<file path="src/rtl/keypad_scanner.sv">
// 4x4 matrix keypad scanner: drives active-low columns, debounces presses and
// releases on the synchronized active-low rows, and strobes the hex code of each accepted key.
module keypad_scanner #(
  parameter int unsigned SCAN_DIV     = 50000,
  parameter int unsigned DEBOUNCE_CNT = 250000
) (
  input  logic       clock,
  input  logic       reset_n,
  input  logic [3:0] keyboard,
  output logic [3:0] column,
  output logic [1:0] counter,
  output logic [3:0] key_code,
  output logic       key_valid,
  output logic       key_held
);

  localparam int unsigned DwellW = $clog2(SCAN_DIV);
  localparam int unsigned CntW   = $clog2(DEBOUNCE_CNT + 1);
  localparam logic [DwellW-1:0] DwellLast = DwellW'(SCAN_DIV - 1);
  localparam logic [CntW-1:0]   CntLast   = CntW'(DEBOUNCE_CNT - 1);

  typedef enum logic [1:0] {StScan, StDebounce, StHeld} state_e;

  state_e            state_q, state_d;
  logic [3:0]        kb_meta_q, kb_sync_q;
  logic [DwellW-1:0] dwell_q, dwell_d;
  logic [CntW-1:0]   cnt_q, cnt_d;
  logic [1:0]        idx_q, idx_d;
  logic [3:0]        pattern_q, pattern_d;
  logic [3:0]        code_q, code_d;
  logic              valid_q, valid_d;
  logic              held_q, held_d;
  logic              sync_valid;
  logic [1:0]        row_idx;

  // A usable press is exactly one row pulled low.
  always_comb begin
    sync_valid = 1'b0;
    case (kb_sync_q)
      4'b1110, 4'b1101, 4'b1011, 4'b0111: sync_valid = 1'b1;
      default:                            sync_valid = 1'b0;
    endcase
  end

  always_comb begin
    row_idx = 2'd0;
    case (pattern_q)
      4'b1101: row_idx = 2'd1;
      4'b1011: row_idx = 2'd2;
      4'b0111: row_idx = 2'd3;
      default: row_idx = 2'd0;
    endcase
  end

  always_comb begin
    state_d   = state_q;
    dwell_d   = dwell_q;
    cnt_d     = cnt_q;
    idx_d     = idx_q;
    pattern_d = pattern_q;
    code_d    = code_q;
    valid_d   = 1'b0;
    held_d    = held_q;
    unique case (state_q)
      StScan: begin
        if (dwell_q == DwellLast) begin
          dwell_d = '0;
          if (sync_valid) begin
            pattern_d = kb_sync_q;
            cnt_d     = '0;
            state_d   = StDebounce;
          end else begin
            idx_d = idx_q + 2'd1;
          end
        end else begin
          dwell_d = dwell_q + DwellW'(1);
        end
      end
      StDebounce: begin
        if (kb_sync_q == pattern_q) begin
          if (cnt_q == CntLast) begin
            state_d = StHeld;
            cnt_d   = '0;
            code_d  = {row_idx, 2'b00} + {2'b00, idx_q} + 4'd1;
            valid_d = 1'b1;
            held_d  = 1'b1;
          end else begin
            cnt_d = cnt_q + CntW'(1);
          end
        end else begin
          state_d = StScan;
          idx_d   = idx_q + 2'd1;
          dwell_d = '0;
        end
      end
      StHeld: begin
        // Column stays frozen, so other keys are invisible until release completes.
        if (kb_sync_q == 4'b1111) begin
          if (cnt_q == CntLast) begin
            state_d = StScan;
            held_d  = 1'b0;
            idx_d   = idx_q + 2'd1;
            dwell_d = '0;
            cnt_d   = '0;
          end else begin
            cnt_d = cnt_q + CntW'(1);
          end
        end else begin
          cnt_d = '0;
        end
      end
      default: state_d = StScan;
    endcase
  end

  always_ff @(posedge clock) begin
    if (!reset_n) begin
      state_q   <= StScan;
      kb_meta_q <= 4'b1111;
      kb_sync_q <= 4'b1111;
      dwell_q   <= '0;
      cnt_q     <= '0;
      idx_q     <= 2'd0;
      pattern_q <= 4'b1111;
      code_q    <= 4'd0;
      valid_q   <= 1'b0;
      held_q    <= 1'b0;
    end else begin
      state_q   <= state_d;
      kb_meta_q <= keyboard;
      kb_sync_q <= kb_meta_q;
      dwell_q   <= dwell_d;
      cnt_q     <= cnt_d;
      idx_q     <= idx_d;
      pattern_q <= pattern_d;
      code_q    <= code_d;
      valid_q   <= valid_d;
      held_q    <= held_d;
    end
  end

  assign column    = ~(4'b0001 << idx_q);
  assign counter   = idx_q;
  assign key_code  = code_q;
  assign key_valid = valid_q;
  assign key_held  = held_q;

endmodule
</file>
<file path="config.mk">
export PLATFORM = sky130hd
export DESIGN_NAME = keypad_scanner
export DESIGN_NICKNAME = d
export VERILOG_FILES = /design/src/rtl/keypad_scanner.sv
export SDC_FILE = /design/constraint.sdc
export NUM_CORES = 1
export LEC_CHECK = 0
export CORE_MARGIN = 3
export CORE_UTILIZATION = 43
export CTS_CLUSTER_SIZE = 28
export DETAILED_ROUTE_END_ITERATION = 16
export GPL_TIMING_DRIVEN = 1
export PLACE_DENSITY_LB_ADDON = 0.3
export SLEW_MARGIN = 10
export SYNTH_ARGS = -nofsm -noshare
export SYNTH_HDL_FRONTEND = slang
export SYNTH_SLANG_ARGS = --single-unit
</file>
<file path="constraint.sdc">
create_clock -name clock -period 7 [get_ports clock]
set_input_delay 1.05 -clock clock [delete_from_list [all_inputs] [get_ports clock]]
set_output_delay 1.05 -clock clock [all_outputs]
set_load 0.05 [all_outputs]
</file>
==> impl_metrics.ini <==
[outcome]
outcome = finished, final reports clean

[floorplanning]
std_cell_rows = 30
core_area_sq_um = 6940
die-area_sq_um = 8360
die_w_um = 91.4
ios = 18
die_y_um = 91.4
start_util_pct = 45.2

[route]
wl_per_cell_um = 15.2
drc = 0
dr.pass1.iters = 5
ant_nets = 0
vias = 2810
vias_per_cell = 6.00
wl_um = 7130
drtIter0Drc = 185

[global_routing]
grt_pass1_vias = 2556
overflow = 0
grt_antenna_before_repair = 0
grt_pass1_wl_um = 12100
grt.total_usage_pct = 17.2
grt_max_degree = 40

[logic_synthesis]
synth-seq-cells = 56
synth.area.top_cells = dfxtp_1 (36%), or4_1 (4.3%), nand2_1 (4.1%), ha_1 (4.0%), a21oi_1 (3.7%)
avgSynthCellArea_sq_um = 8.52
synth_cell_types = 50
synth_flop_cell = dfxtp_1
synth_nets = 384
yosys.area.top_type_share_pct = 35.7
async_flop_share_pct = 0
synth_compound_area_share_pct = 20.7
netlist_area_sq_um = 3140
post-synth-top-area-cell = dfxtp_1
synth_top_family_by_area = simple AND/OR/NAND/NOR gates
yosysMostFrequentCell = dfxtp_1
synth_xor_area_share_pct = 1.95
yosys.area_share.simple_pct = 29.4
seq_area_frac_synth_pct = 35.7
syn-instance-count = 368
synth_edf_count = 0
synthMuxAreaShare_pct = 3.51
synthTopCellsByCount = dfxtp_1 (56), nand2_1 (34), a21oi_1 (23)
yosys_warnings = 0
yosys.area_share.adder_pct = 3.99

[cells_and_area]
area_growth_syn_to_layout_pct = 10.5
antenna_cells = 0
nNetsFinal = 387
drive_gt1_share_pct = 5.11
fin_util_pct = 49.9

[timing]
timing_worst_slew_pin_value_ns = 1.05
fmax_mhz = 336
rsz0062_at_grt = false
fin_worst_skew_ns = 0.0155
final.setup.tns_ns = 0
setup_violations = 0
period_needed_ns = 2.98
relSlewSlack_pct = 29.8
slew_violations = 0
finalHoldViolations = 0
fin_crit_sh_pct = 42.6

[clocking]
clock-sinks = 56
htree_levels = 2
postCtsSetupBuffers = 0
post_cts_resized = 0
clock_path_buffers = 2
hold_buffers = 0
root_buffer = clkbuf_8
cts_tree = done
cts-buffers-inserted = 5
cts.clk_slew.worst_paths_ns = 0.10
clk_latency_ns = 0.32

[setup_path]
slowest_delay_ns = 0.79
r2r_slack_ns = 4.05
r2r_start = cnt_q[1]$_SDFFE_PN0P_
slowest_stage = clkdlybuf4s50_1
cp-end-kind = output pin
crit_chain = inv_1, ha_1, inv_1, clkdlybuf4s50_1
crit_path_start_kind = flop
cp_common_cell = inv_1
crit_arrival_ns = 1.93
ff2ff_path_depth = 6
critical_path_required_ns = 5.95
rr_endpoint = cnt_q[4]$_SDFFE_PN0P_
path_max_fanout = 7
critPathKind = reg2out

[hold_path]
worstHoldStart = kb_meta_q[1]$_SDFF_PN1_
hold_depth = 1
min_path_type = reg2reg
holdPathEnd = kb_sync_q[1]$_SDFF_PN1_

[power]
leakagePower_uw = 0.00119
vdd_ir_drop_max_mv = 0.110
pwr_density_cell_nw_per_um2 = 162

[placement]
gp_congestion = 0.853
port-buffer-count = 17
dp_hpwl_um = 4840

[job]
maxCapViolations = 0
==> cell usage in the layout (no fill, tap or decap), drive strengths merged, types with 5 or more instances in the layout <==
master,n
o32ai,5
nand3b,5
a211oi,10
or3,7
o31ai,14
or4,19
ha,10
xnor2,6
clkbuf,5
clkdlybuf4s50,17
nor2,10
a311oi,5
nand3,16
o21ai,13
a31oi,6
dfxtp,56
a21oi,23
nand2,34
mux2i,11
nand2b,15
inv,14
and3,8
and4,7
nand4b,7
nand4,11
==> worst max-delay path: cells and delay by family, from the launching register on <==
family / cells / cell delay (ns)
DFF: 1 / 0.45
adders and majority gates: 1 / 0.21
buffers and inverters: 3 / 0.97
==> worst max-delay path by stage <==
stage | start | cells past startpoint | endpoint
2_1_floorplan | counter[0]$_SDFFE_PN0P_ | 3 | column[0]
3_3_place_gp | reset_n | 5 | dwell_q[8]$_SDFFE_PN0P_
3_5_place_dp | reset_n | 5 | cnt_q[15]$_SDFFE_PN0P_
4_1_cts | counter[0]$_SDFFE_PN0P_ | 4 | column[2]
5_1_grt | cnt_q[1]$_SDFFE_PN0P_ | 6 | cnt_q[16]$_SDFFE_PN0P_
6_report | counter[0]$_SDFFE_PN0P_ | 4 | column[2]
==> per-stage QoR <==
stage          total power (uW)  setup slack, ns  instance area (sq um)  hold WS, ns  cells
3_3_place_gp                354             4.10                   3360        0.390    460
2_1_floorplan               347             4.55                   3140        0.386    368
3_5_place_dp                354             4.02                   3360        0.397    460
6_report                    562             4.02                   3470        0.417    468
5_1_grt                     582             3.79                   3470        0.439    468
4_1_cts                     568             4.00                   3470        0.420    468
==> sequential cells by signal (all words and copies together), names as in the netlist <==
signal	flops
counter	2
pattern_q	4
state_q	2
key_code	4
cnt_q	18
key_valid	1
kb_sync_q	4
kb_meta_q	4
key_held	1
dwell_q	16
==> cell families after synthesis <==
logic type,after synthesis
simple gates,153
compound gates,93
flops,56
buf+inv,38
mux,11
fa+ha+maj,10
xor+xnor,7
==> power by group <==
group          leakage [uW]  switching (uW)  internal [uW]  total [uW]
Sequential         0.000454            4.22            322         326
Clock             0.0000541             108            106         215
Combinational      0.000687            12.8           8.38        21.2
==> layout make-up <==
class	instances	area [sq um]
clock buffer	5	68.8
clock inverter	3	42.5
fill	642	3480
inverter	14	52.6
multi-input combinational	274	1870
sequential	56	1120
tap	96	120
timing repair buffer	20	193
==> routing by layer <==
layer / part of all wire, % / vias up / GRT usage [%]
li1: - / 1408 / -
met1: 48 / 1332 / 23.4
met2: 47 / 61 / 27.8
met3: 4.4 / 9 / 3.65
met4: 1.1 / 0 / 4.02
met5: 0 / - / 0
(Power assumes the default switching activity.)
